[src/rtl/mem_access_ctrl_pkg.sv]
// -----------------------------------------------------------------------------
// mem_access_ctrl_pkg
//   Shared definitions for the MEM-stage data-memory access sequencer:
//   access-size codes, sequencer state encoding and the alignment check
//   used by the request-detect logic.
// -----------------------------------------------------------------------------
package mem_access_ctrl_pkg;

    // Access size codes as presented on mem_size (2'b11 behaves as word).
    localparam logic [1:0] MEM_SIZE_BYTE = 2'b00;
    localparam logic [1:0] MEM_SIZE_HALF = 2'b01;
    localparam logic [1:0] MEM_SIZE_WORD = 2'b10;

    // Sequencer states.
    typedef enum logic [1:0] {
        ST_IDLE = 2'b00,
        ST_REQ  = 2'b01,
        ST_DONE = 2'b10
    } mac_state_e;

    // Half accesses need an even address, word (and code 11) accesses need a
    // word-aligned address; bytes are always aligned.
    function automatic logic is_misaligned(input logic [1:0] size,
                                           input logic [1:0] addr_lo);
        logic mis;
        case (size)
            MEM_SIZE_BYTE: mis = 1'b0;
            MEM_SIZE_HALF: mis = addr_lo[0];
            default:       mis = |addr_lo;
        endcase
        return mis;
    endfunction

endpackage : mem_access_ctrl_pkg

[src/rtl/mem_access_ctrl_lane_align.sv]
// -----------------------------------------------------------------------------
// mem_lane_align
//   Purely combinational byte-lane steering for the data bus.
//   Store side: byte enables and lane-replicated write data.
//   Load side : lane extraction from the raw bus word plus sign/zero extension.
//
// Ports
//   size_i      access size code
//   addr_lo_i   byte offset within the word (address bits [1:0])
//   unsigned_i  1 = zero-extend loads, 0 = sign-extend
//   wdata_i     right-justified store data
//   rdata_i     raw 32-bit word from the bus
//   be_o        byte enables for the access
//   wdata_o     store data replicated across all candidate lanes
//   rdata_o     selected lane, extended to 32 bits
// -----------------------------------------------------------------------------
module mem_lane_align
    import mem_access_ctrl_pkg::*;
(
    input  logic [1:0]  size_i,
    input  logic [1:0]  addr_lo_i,
    input  logic        unsigned_i,
    input  logic [31:0] wdata_i,
    input  logic [31:0] rdata_i,
    output logic [3:0]  be_o,
    output logic [31:0] wdata_o,
    output logic [31:0] rdata_o
);

    logic [7:0]  lane_byte;
    logic [15:0] lane_half;

    // Store path: enables and replicated data.
    always_comb begin
        be_o    = 4'b1111;
        wdata_o = wdata_i;
        case (size_i)
            MEM_SIZE_BYTE: begin
                be_o    = 4'b0001 << addr_lo_i;
                wdata_o = {4{wdata_i[7:0]}};
            end
            MEM_SIZE_HALF: begin
                be_o    = addr_lo_i[1] ? 4'b1100 : 4'b0011;
                wdata_o = {2{wdata_i[15:0]}};
            end
            default: begin
                be_o    = 4'b1111;
                wdata_o = wdata_i;
            end
        endcase
    end

    // Load path: pick the addressed lane, then extend.
    always_comb begin
        lane_byte = rdata_i[7:0];
        case (addr_lo_i)
            2'd0:    lane_byte = rdata_i[7:0];
            2'd1:    lane_byte = rdata_i[15:8];
            2'd2:    lane_byte = rdata_i[23:16];
            default: lane_byte = rdata_i[31:24];
        endcase
        lane_half = addr_lo_i[1] ? rdata_i[31:16] : rdata_i[15:0];

        rdata_o = rdata_i;
        case (size_i)
            MEM_SIZE_BYTE: rdata_o = unsigned_i ? {24'h000000, lane_byte}
                                                : {{24{lane_byte[7]}}, lane_byte};
            MEM_SIZE_HALF: rdata_o = unsigned_i ? {16'h0000, lane_half}
                                                : {{16{lane_half[15]}}, lane_half};
            default:       rdata_o = rdata_i;
        endcase
    end

endmodule : mem_lane_align

[src/rtl/mem_access_ctrl.sv]
// -----------------------------------------------------------------------------
// mem_access_ctrl
//   Sequencer that turns a MEM-stage load/store into a req/ack transaction on
//   the data bus, stalling the pipeline until the access completes. Flags
//   misaligned accesses (no bus activity) and bus timeouts with a one-cycle
//   mem_err pulse.
//
// Parameters
//   TIMEOUT      cycles allowed in REQ without bus_ack before abort (1..255)
//
// Ports
//   clk, rst_n   pipeline clock, asynchronous active-low reset
//   mem_rd_en    load request        mem_wr_en   store request
//   mem_size     00 byte/01 half/10,11 word
//   mem_unsigned zero-extend loads   mem_addr    byte address
//   mem_wdata    right-justified store data
//   mem_stall    pipeline freeze     mem_rdata   aligned/extended load data
//   mem_valid    access complete     mem_err     misalign/timeout pulse
//   bus_req/we/addr/wdata/be         bus request side
//   bus_ack/bus_rdata                bus response side
// -----------------------------------------------------------------------------
module mem_access_ctrl
    import mem_access_ctrl_pkg::*;
#(
    parameter int unsigned TIMEOUT = 255
) (
    input  logic        clk,
    input  logic        rst_n,
    input  logic        mem_rd_en,
    input  logic        mem_wr_en,
    input  logic [1:0]  mem_size,
    input  logic        mem_unsigned,
    input  logic [31:0] mem_addr,
    input  logic [31:0] mem_wdata,
    output logic        mem_stall,
    output logic [31:0] mem_rdata,
    output logic        mem_valid,
    output logic        mem_err,
    output logic        bus_req,
    output logic        bus_we,
    output logic [31:0] bus_addr,
    output logic [31:0] bus_wdata,
    output logic [3:0]  bus_be,
    input  logic        bus_ack,
    input  logic [31:0] bus_rdata
);

    localparam logic [7:0] TO_LAST = 8'(TIMEOUT - 1);

    mac_state_e  state_q, state_d;
    logic [7:0]  cnt_q, cnt_d;
    logic [31:0] addr_q, addr_d;
    logic [1:0]  size_q, size_d;
    logic        uns_q, uns_d;
    logic        we_q, we_d;
    logic [31:0] wdata_q, wdata_d;
    logic [31:0] rdata_q, rdata_d;
    logic        err_q, err_d;

    logic        stall_c;
    logic        err_c;
    logic        valid_c;
    logic [31:0] rdata_c;
    logic        in_req;

    logic [3:0]  la_be;
    logic [31:0] la_wdata;
    logic [31:0] la_rdata;

    // Single steering instance serves both directions; it always sees the
    // latched access so bus outputs stay stable for the whole REQ phase.
    mem_lane_align u_lane_align (
        .size_i     (size_q),
        .addr_lo_i  (addr_q[1:0]),
        .unsigned_i (uns_q),
        .wdata_i    (wdata_q),
        .rdata_i    (bus_rdata),
        .be_o       (la_be),
        .wdata_o    (la_wdata),
        .rdata_o    (la_rdata)
    );

    always_ff @(posedge clk or negedge rst_n) begin
        if (!rst_n) begin
            state_q <= ST_IDLE;
            cnt_q   <= '0;
            addr_q  <= '0;
            size_q  <= '0;
            uns_q   <= 1'b0;
            we_q    <= 1'b0;
            wdata_q <= '0;
            rdata_q <= '0;
            err_q   <= 1'b0;
        end else begin
            state_q <= state_d;
            cnt_q   <= cnt_d;
            addr_q  <= addr_d;
            size_q  <= size_d;
            uns_q   <= uns_d;
            we_q    <= we_d;
            wdata_q <= wdata_d;
            rdata_q <= rdata_d;
            err_q   <= err_d;
        end
    end

    always_comb begin
        state_d = state_q;
        cnt_d   = cnt_q;
        addr_d  = addr_q;
        size_d  = size_q;
        uns_d   = uns_q;
        we_d    = we_q;
        wdata_d = wdata_q;
        rdata_d = rdata_q;
        err_d   = err_q;
        stall_c = 1'b0;
        err_c   = 1'b0;
        valid_c = 1'b0;
        rdata_c = '0;
        in_req  = 1'b0;

        case (state_q)
            ST_IDLE: begin
                if (mem_rd_en || mem_wr_en) begin
                    if (is_misaligned(mem_size, mem_addr[1:0])) begin
                        // Rejected in place: error pulse, no stall, no bus cycle.
                        err_c = 1'b1;
                    end else begin
                        stall_c = 1'b1;
                        addr_d  = mem_addr;
                        size_d  = mem_size;
                        uns_d   = mem_unsigned;
                        we_d    = mem_wr_en;
                        wdata_d = mem_wdata;
                        cnt_d   = '0;
                        err_d   = 1'b0;
                        state_d = ST_REQ;
                    end
                end
            end
            ST_REQ: begin
                in_req  = 1'b1;
                stall_c = 1'b1;
                if (bus_ack) begin
                    // Ack beats timeout even in the last allowed cycle.
                    rdata_d = we_q ? 32'h0 : la_rdata;
                    err_d   = 1'b0;
                    state_d = ST_DONE;
                end else if (cnt_q == TO_LAST) begin
                    rdata_d = '0;
                    err_d   = 1'b1;
                    state_d = ST_DONE;
                end else begin
                    cnt_d = cnt_q + 8'd1;
                end
            end
            ST_DONE: begin
                valid_c = 1'b1;
                rdata_c = rdata_q;
                err_c   = err_q;
                state_d = ST_IDLE;
            end
            default: begin
                state_d = ST_IDLE;
            end
        endcase
    end

    // Combinational IDLE responses follow the inputs, so hold them off while
    // reset is asserted to keep every output at its reset value.
    assign mem_stall = stall_c & rst_n;
    assign mem_err   = err_c & rst_n;
    assign mem_valid = valid_c;
    assign mem_rdata = rdata_c;

    assign bus_req   = in_req;
    assign bus_we    = in_req & we_q;
    assign bus_addr  = in_req ? {addr_q[31:2], 2'b00} : 32'h0;
    assign bus_wdata = in_req ? la_wdata : 32'h0;
    assign bus_be    = in_req ? la_be : 4'h0;

endmodule : mem_access_ctrl
[config.mk]
export PLATFORM = sky130hd
export DESIGN_NAME = mem_access_ctrl
export DESIGN_NICKNAME = d
export VERILOG_FILES = /design/src/rtl/mem_access_ctrl_pkg.sv /design/src/rtl/mem_access_ctrl_lane_align.sv /design/src/rtl/mem_access_ctrl.sv
export SDC_FILE = /design/constraint.sdc
export NUM_CORES = 1
export LEC_CHECK = 0
export CORE_ASPECT_RATIO = 0.5
export CORE_UTILIZATION = 51
export DETAILED_ROUTE_END_ITERATION = 10
export GPL_TIMING_DRIVEN = 0
export PLACE_DENSITY = 0.92
export SLEW_MARGIN = 20
export SYNTH_ARGS = -nofsm -noshare
export SYNTH_HDL_FRONTEND = slang
export SYNTH_HIERARCHICAL = 1
export SYNTH_SLANG_ARGS = --single-unit
export TNS_END_PERCENT = 5
[constraint.sdc]
create_clock -name clk -period 4.5 [get_ports clk]
set_clock_uncertainty 0.1 [all_clocks]
set_input_delay 0.675 -clock clk [delete_from_list [all_inputs] [get_ports clk]]
set_output_delay 0.675 -clock clk [all_outputs]
set_load 0.01 [all_outputs]
# After elaboration in Yosys (flattened, before gate mapping)
# Index checks and enable logic that the tools add are counted.
[op_classes]
addsub = 1
n_eq_ne = 12
shift = 1
mux = 41
n_bitwise = 4
n_reduce_logical = 13
[op_table]
columns = ["operator", "n"]
rows = [
  ["32-bit two-way mux", 8],
  ["32-bit case mux with 2 select lines", 2],
  ["8-bit two-way mux", 4],
  ["8-bit case mux with 3 select lines", 1],
  ["16-bit two-way mux", 1],
  ["8-bit case mux with 2 select lines", 1],
  ["1-bit two-way mux", 12],
  ["8-bit by 1-bit adder with 8-bit output, second input constant", 1],
  ["2-bit by 1-bit equality test with 1-bit output, second input constant", 4],
  ["8-bit equality test, second input constant", 1],
  ["2-bit zero test", 4],
  ["2-bit two-way mux", 4],
  ["4-bit two-way mux", 2],
  ["2-bit != test, second input constant", 4],
  ["1-bit case mux with 2 select lines", 4],
  ["4-bit case mux with 2 select lines", 1],
  ["3-bit AND reduction", 2],
  ["5-bit AND reduction", 1],
  ["2-bit equality test, second input constant", 2],
  ["2-bit case mux with 2 select lines", 1],
  ["4-bit AND reduction", 1],
  ["2-bit nonzero test", 2],
  ["1-bit by 2-bit left shift with 4-bit output, first input constant", 1],
  ["1-bit AND", 3],
  ["other kinds (5)", 5],
]
[totals]
ff_bits = 111
input_bits = 104
out_inout_bits = 105
elab_cells = 81

# Logic depth before layout (Yosys ltp)
# Gate-level depths: netlist (run 1).
[depth]
ltp_word = 8
ltp_mapped = 7
mapped_depth_nobuf = 6

# By module
# The synthesis (run 1) kept the hierarchy.
[by_module_without_submodules]
columns = ["module", "instances", "cells_each", "area_per_inst_um2", "seq_area_each_um2"]
rows = [
  ["mem_access_ctrl", 1, 405, 5233.8, 2777.7],
  ["mem_lane_align", 1, 170, 1183.6, 0.0],
]

# Worst setup path before layout (run 1)
# Ideal clock, no wire load.
[synth_timing]
path_kind = "in2out"
start = "input port mem_size[1]"
end = "output port mem_err"
arrival_ns = 1.376
t_required_ns = 3.725
path_slack_ns = 2.349
path_stages = 4
n_path_buf = 0
path_cell_list = "o21ai_1 a211oi_1 a21oi_1 nor3b_1"
[synth_via]
elab_chain_len = 8
word_cells_on_any_way = 9
classes_between = "eq/ne: 1; mux: 6; bitwise: 1; reduce/logical: 1"
[synth_lines]
columns = ["item", "line", "source"]
rows = [
  ["from (decl)", "mem_access_ctrl.sv:31", "input logic [1:0] mem_size,"],
  ["2-bit by 1-bit equality test with 1-bit output or 2-bit zero test (tied branches)", "mem_access_ctrl_pkg.sv:26", "case (size)"],
  ["1-bit case mux with 2 select lines (*)", "mem_access_ctrl_pkg.sv:26", ""],
  ["1-bit two-way mux (*)", "mem_access_ctrl.sv:125", "if (mem_rd_en || mem_wr_en) begin"],
  ["1-bit two-way mux (*)", "mem_access_ctrl.sv:123", "case (state_q)"],
  ["1-bit two-way mux (*)", "mem_access_ctrl.sv:126", "if (is_misaligned(mem_size, mem_addr[1:0])) begin"],
  ["1-bit two-way mux (*)", "mem_access_ctrl.sv:125", ""],
  ["1-bit case mux with 2 select lines (*)", "mem_access_ctrl.sv:123", ""],
  ["1-bit AND (*)", "mem_access_ctrl.sv:173", "assign mem_err = err_c & rst_n;"],
  ["to (decl)", "mem_access_ctrl.sv:38", "output logic mem_err,"],
]
# Every way passes the cells marked *; elsewhere a longest branch is shown, timed or not. The select of a mux whose other input is x is not followed.

# Worst setup path after layout (run 1)
[layout_timing]
start = "register state_q[1]"
end = "output port bus_wdata[22]"
[layout_via]
elab_chain_len = 3
[layout_lines]
columns = ["item", "line", "source"]
rows = [
  ["from (decl)", "mem_access_ctrl.sv:50", "mac_state_e state_q, state_d;"],
  ["from (signal assigned)", "mem_access_ctrl.sv:95", "state_q <= state_d;"],
  ["2-bit by 1-bit equality test with 1-bit output", "mem_access_ctrl.sv:123", ""],
  ["1-bit two-way mux", "mem_access_ctrl.sv:123", ""],
  ["32-bit two-way mux", "mem_access_ctrl.sv:180", "assign bus_wdata = in_req ? la_wdata : 32'h0;"],
  ["to (decl)", "mem_access_ctrl.sv:42", "output logic [31:0] bus_wdata,"],
]
# Every way passes these cells.

==> results of run 1 <==
## cell usage after synthesis, types with 2 or more instances
cell type,count
ha_1,2
nand2b_1,2
nand2_1,23
nand3_1,11
clkbuf_1,14
mux2i_1,14
mux2_4,53
a22o_1,32
mux2_2,31
nor2_1,14
nor3b_1,2
a211oi_1,2
nand4_1,2
nand2_2,2
buf_2,11
dfrtp_1,111
a221o_1,6
buf_6,11
o21ai_1,3
o21ai_0,19
o211ai_2,2
nor2b_1,3
buf_4,14
inv_1,15
a31oi_1,4
o211ai_1,8
and2_1,99
a21oi_1,32
nor3_1,3
a2bb2oi_1,9
## critical path: cells and delay by family, from the launching register on
kind          cells  cell delay (ns)
buf+inv           4             1.47
flops             1             0.37
simple gates      2             0.38
## flip-flops by register name, summed over array words and instances, names as in the netlist
register / cells
addr_q: 32
rdata_q: 32
wdata_q: 32
cnt_q: 8
size_q: 2
state_q: 2
err_q: 1
uns_q: 1
we_q: 1
## layer usage
layer | part of all wire [%] | vias up
met5 | 0 | -
met4 | 2.4 | 0
met3 | 7.2 | 43
met2 | 49 | 251
met1 | 42 | 2538
li1 | - | 2461
## worst paths after layout
path	startpoint	endpoint	slack, ns	cells after the start
max in group asynchronous	rst_n	rdata_q[18]$_DFFE_PN0P_	3.52	2
min in group clk	addr_q[31]$_DFFE_PN0P_	addr_q[31]$_DFFE_PN0P_	0.40	1
setup reg to reg	state_q[1]$_DFFE_PN0P_	cnt_q[3]$_DFFE_PN0P_	2.55	6
setup / recovery	state_q[1]$_DFFE_PN0P_	bus_wdata[22]	1.14	6
hold / removal	rst_n	addr_q[15]$_DFFE_PN0P_	0.09	1
hold reg to reg	addr_q[31]$_DFFE_PN0P_	addr_q[31]$_DFFE_PN0P_	0.40	1
## through the flow
stage	total power, mW	worst slack (ns)	util (%)
after floorplan	3.085	2.349	-
after global placement	3.874	-2.007	72.10
final	4.759	1.139	74.75
after detailed placement	3.962	1.283	72.34
after global routing	5.034	1.012	74.75
after CTS	4.762	1.116	74.75
## area by class of cell
cell class              instances  area share [%]
clock inverters                 6          0.5694
multi-input cells             398           36.00
well taps                     165           2.292
repair buffers                207           23.21
flip-flops and latches        111           30.83
clock buffers                  10           2.653
inverters                      16          0.6667
plain buffers                  51           3.778
## power by group through the flow
stage / sequential [mW] / combinational (mW) / clock [mW]
floorplan: 1.56 / 1.53 / 0
global placement: 1.64 / 2.24 / 0
detailed placement: 1.66 / 2.30 / 0
CTS: 1.65 / 2.32 / 0.796
global route: 1.70 / 2.49 / 0.839
finish: 1.65 / 2.32 / 0.781
## logic make-up after synthesis
logic type | share of synthesized area [%]
and+or+nand+nor | 15.52
other | 0.05843
DFF | 43.28
adders and majority gates | 0.3899
AOI/OAI and AO/OA | 13.59
buffers and inverters | 6.239
xor gates and xnor gates | 0.1365
muxes | 20.78
==> results.py, run 1 <==
metrics = {
    "run_status": {
        "run_status": "finished, final reports clean",
    },
    "sta": {
        "final.period_utilization_pct": 74.69,
        "tightest_slew_ns": 0.6028,
        "setup_viol": 0,
        "drv_slew": 0,
        "rsz0062_at_grt": "false",
        "holdWs_ns": 0.08690,
        "hold_viol": 0,
        "setup-tns-final_ns": 0,
        "slew_headroom_pct": 59.73,
        "fmax_mhz": 297.5,
        "period_needed_ns": 3.361,
    },
    "clocking": {
        "clockBufferDepth": 2,
        "cts_resized": 0,
        "cts_buffers": 9,
        "post_cts_buffers": 0,
        "clkTransAtPathRegs_ns": 0.08,
        "cts-root-buf": "clkbuf_16",
        "hold_buffers": 0,
        "tritoncts": "built",
        "clock_latency_ns": 0.35,
        "cts.sinks": 111,
        "htreeDepth": 3,
    },
    "critical_path": {
        "critPathKind": "register to primary output",
        "crit_path_max_incr_delay_ns": 0.55,
        "worst_path_most_repeated_cell": "buf_2",
        "cpMaxStageDelayCell": "clkdlybuf4s50_1",
        "worstPathArrival_ns": 2.59,
        "start_kind": "register",
        "path_cells": "buf_2, nor2b_1, buf_2, clkbuf_1, and2_1, clkdlybuf4s50_1",
        "cp.required_ns": 3.72,
        "crit_fanout": 10,
        "crit_path_end_kind": "primary output",
    },
    "cells_and_area": {
        "final_common_cell": "clkdlybuf4s50_1",
        "n_fill_cell": 817,
        "diodes": 0,
        "design_area_mm2": 0.009009,
        "regArea_mm2": 0.002778,
        "final_cell_count_no_fill": 964,
        "syn_to_final_growth_pct": 40.38,
        "layout_common_cells": "clkdlybuf4s50_1, dfrtp_1, and2_1",
        "fin_nets": 900,
        "multiInputGateArea_mm2": 0.003243,
        "drive_gt1_share_pct": 18.77,
    },
    "synth": {
        "synthCells": 575,
        "synth_area_leaders": "dfrtp_1, mux2_4, and2_1",
        "avgSynthCellArea_um2": 11.16,
        "ys_async_sr_fraction_pct": 100.0,
        "netlist.area_leader.share_pct": 43.28,
        "synth_ff_type": "dfrtp_1",
        "synth_cell_types": 51,
        "netlist_area_mm2": 0.006417,
        "yosysSeqAreaShare_pct": 43.28,
        "synth_top_area_cell": "dfrtp_1",
        "yosysWarnings": 6,
        "synth_seq_cells": 111,
        "synth_edf_count": 0,
    },
    "drt": {
        "vias": 5293,
        "dr.pass1.iters": 5,
        "vias_per_cell": 5.491,
        "drt_iter0_markers": 300,
        "ant_nets": 0,
        "drt-total-wl_um": 17980,
        "avgRoutedWirePerCell_um": 18.65,
        "drcViolationCount": 0,
    },
    "grt": {
        "top_usage_layer": "met2",
        "grt-ovfl-total": 0,
        "antenna_found_initial": 0,
        "grt_first_pass_wirelength_um": 28110,
        "grt_pass1_vias": 5357,
        "gr-usage-met3_pct": 6.078,
        "grtUsageMet2_pct": 48.44,
        "grt_max_degree": 84,
        "use_met1_pct": 35.35,
        "grtUsageTotal_pct": 27.94,
    },
    "power_and_ir_drop": {
        "peakVddDrop_mv": 0.2621,
        "power.leakage_nw": 4.002,
        "pwr-share-clk_pct": 16.4,
        "seqPwrFrac_pct": 34.8,
        "p_int_mw": 3.091,
        "switching_share_pct": 35.05,
        "p_comb_share_pct": 48.8,
        "power.density_mw_per_mm2": 528.2,
        "p_sw_mw": 1.668,
    },
    "floorplan": {
        "row_count": 28,
        "io_pins": 209,
        "die_h_um": 81.32,
        "start_util_pct": 53.25,
        "dieWidth_um": 160.6,
        "die-area_mm2": 0.01306,
        "coreArea_mm2": 0.01205,
    },
    "placement": {
        "dpl_cell_area_mm2": 0.008718,
        "dp.cells": 948,
        "gp_congestion": 0.9074,
        "portBuffers": 206,
        "dp_hpwl_um": 13470,
    },
    "job": {
        "cap_violations": 0,
    },
    "worst_hold_path": {
        "hp-class": "input pin to asynchronous set/reset pin",
    },
}
No activity file was read; power rests on OpenSTA's default activity.
==> run 2, diff against run 1 <==
--- a/config.mk
+++ b/config.mk
@@ -6,10 +6,10 @@
 export NUM_CORES = 1
 export LEC_CHECK = 0
 export CORE_ASPECT_RATIO = 0.5
-export CORE_UTILIZATION = 51
+export CORE_UTILIZATION = 42
 export DETAILED_ROUTE_END_ITERATION = 10
 export GPL_TIMING_DRIVEN = 0
-export PLACE_DENSITY = 0.92
+export PLACE_DENSITY = 0.82
 export SLEW_MARGIN = 20
 export SYNTH_ARGS = -nofsm -noshare
 export SYNTH_HDL_FRONTEND = slang
==> constraint.sdc (replaced) <==
create_clock -name clk -period 3.05 [get_ports clk]
set_clock_uncertainty 0.1 [all_clocks]
set_input_delay 0.4575 -clock clk [delete_from_list [all_inputs] [get_ports clk]]
set_output_delay 0.4575 -clock clk [all_outputs]
set_load 0.01 [all_outputs]
==> results.py, run 2 (synthesized netlist as in run 1, its figures left out) <==
metrics = {
    "grt": {
        "antenna_found_initial": 0,
        "grt_pass1_vias": 5356,
        "grt_max_degree": 66,
        "grt_first_pass_wirelength_um": 27770,
        "grtUsageTotal_pct": 22.77,
        "grt-ovfl-total": 0,
    },
    "drt": {
        "drt-total-wl_um": 17980,
        "dr.pass1.iters": 4,
        "drcViolationCount": 0,
        "vias": 5261,
        "vias_per_cell": 5.272,
        "ant_nets": 0,
        "avgRoutedWirePerCell_um": 18.01,
        "drt_iter0_markers": 391,
    },
    "placement": {
        "gp_congestion": 0.9330,
        "dpl_cell_area_mm2": 0.008760,
        "dp_hpwl_um": 13560,
        "portBuffers": 206,
    },
    "cells_and_area": {
        "fin_nets": 902,
        "top_regs": "addr_q (32), rdata_q (32), wdata_q (32)",
        "fin_util_pct": 61.87,
        "diodes": 0,
        "drive_gt1_share_pct": 19.88,
        "design_area_mm2": 0.009095,
        "layout_common_cells": "clkdlybuf4s50_1, dfrtp_1, and2_1",
        "syn_to_final_growth_pct": 41.72,
        "final_common_cell": "clkdlybuf4s50_1",
    },
    "critical_path": {
        "cpMaxStageDelayCell": "clkdlybuf4s50_1",
        "critPathKind": "register to primary output",
        "cp.required_ns": 2.49,
        "start_kind": "register",
        "crit_fanout": 10,
        "crit_path_end_kind": "primary output",
        "path_cells": "buf_6, buf_2, buf_2, nand2_1, o21ai_0, and2_1, clkdlybuf4s50_1",
        "worst_path_most_repeated_cell": "buf_2",
        "crit_path_max_incr_delay_ns": 0.55,
        "worstPathArrival_ns": 2.38,
    },
    "sta": {
        "holdWs_ns": 0.3974,
        "fmax_mhz": 339.9,
        "drv_slew": 0,
        "rsz0062_at_grt": "false",
        "setup_viol": 0,
        "final.period_utilization_pct": 96.46,
        "hold_viol": 0,
        "slew_headroom_pct": 62.05,
        "period_needed_ns": 2.942,
        "setup-tns-final_ns": 0,
        "tightest_slew_ns": 0.5654,
    },
    "floorplan": {
        "coreArea_mm2": 0.01470,
        "dieWidth_um": 176.8,
        "row_count": 31,
        "start_util_pct": 43.65,
        "io_pins": 209,
        "die_h_um": 89.41,
        "die-area_mm2": 0.01581,
    },
    "run_status": {
        "run_status": "finished, final reports clean",
    },
    "clocking": {
        "tritoncts": "built",
        "clock_latency_ns": 0.34,
        "clkTransAtPathRegs_ns": 0.07,
        "cts_buffers": 9,
        "clockBufferDepth": 2,
        "cts.sinks": 111,
        "cts-root-buf": "clkbuf_16",
        "htreeDepth": 3,
    },
    "power_and_ir_drop": {
        "peakVddDrop_mv": 0.3730,
        "p_total_mw": 7.014,
        "power.density_mw_per_mm2": 771.2,
        "power.leakage_nw": 4.041,
    },
    "job": {
        "cap_violations": 0,
    },
    "worst_hold_path": {
        "hp-class": "register to register",
    },
}
run 2: changes by cell type in the layout (fill, tap and decap cells not counted), moves of 2 or more:
| cell | change |
|---|---|
| inv_6 | -2 |
| clkbuf_1 | -8 |
| clkinv_4 | -2 |
| clkbuf_2 | +8 |
run 2: stage by stage:
stage / cells / setup slack (ns)
floorplan: 576 / 1.151
global placement: 980 / -2.999
detailed placement: 981 / 0.2642
CTS: 998 / 0.009027
global route: 998 / 0.002998
finish: 998 / 0.1079
run 2: worst paths after layout:
path / depth (start not counted) / end / slack [ns] / start
min in group asynchronous: 3 / addr_q[8]$_DFFE_PN0P_ / 0.56 / rst_n
max in group asynchronous: 3 / cnt_q[5]$_DFFE_PN0P_ / 1.98 / rst_n
worst max register to register: 5 / rdata_q[15]$_DFFE_PN0P_ / 1.14 / addr_q[1]$_DFFE_PN0P_
worst max-delay path: 7 / bus_wdata[26] / 0.11 / size_q[1]$_DFFE_PN0P_
worst min register to register: 1 / rdata_q[2]$_DFFE_PN0P_ / 0.40 / rdata_q[2]$_DFFE_PN0P_
worst min-delay path: 1 / rdata_q[2]$_DFFE_PN0P_ / 0.40 / rdata_q[2]$_DFFE_PN0P_
run 2: report_power, final:
part / leakage (nW) / switching (mW) / internal, mW
Combinational: 2.54 / 1.47 / 1.96
Sequential: 1.37 / 0.409 / 2.03
Clock: 0.135 / 0.515 / 0.631
run 2: per-layer routing:
layer | global-route usage, % | vias up | part of all wire (%)
met5 | 0 | - | 0
met3 | 5.442 | 38 | 7.3
met2 | 37.50 | 216 | 47
met1 | 29.41 | 2540 | 43
li1 | - | 2467 | -
met4 | 8.856 | 0 | 2.5
run 2: layout make-up:
class | count | area [um2]
tap | 198 | 247.7
timing repair buffer | 209 | 2128
clock inverter | 4 | 47.55
buffer | 51 | 355.3
clock buffer | 11 | 232.7
fill | 1232 | 5605
inverter | 16 | 60.06
sequential | 111 | 2778
multi-input combinational | 398 | 3246
run 2: worst max-delay path: cells and delay by family (launching register included):
family,cells,cell delay [ns]
AOI/OAI and AO/OA,1,0.10
buffers and inverters,4,1.28
DFF,1,0.41
and+or+nand+nor,2,0.25
run 2: repair_timing:
| item | 4_1_cts | 5_1_grt |
|---|---|---|
| hold buffers | 2 | 0 |
| hold endpoints to repair | 48 | 0 |
| setup buffers | 0 | 0 |
| gates resized for setup | 6 | 12 |
| setup endpoints to repair | 35 | 62 |
==> run 3, diff against run 2 <==
--- a/config.mk
+++ b/config.mk
@@ -7,6 +7,7 @@
 export LEC_CHECK = 0
 export CORE_ASPECT_RATIO = 0.5
 export CORE_UTILIZATION = 42
+export CTS_CLUSTER_SIZE = 10
 export DETAILED_ROUTE_END_ITERATION = 10
 export GPL_TIMING_DRIVEN = 0
 export PLACE_DENSITY = 0.82
==> results of run 3 <==
No change in the layout: final DEF, timing and power equal those of run 2.
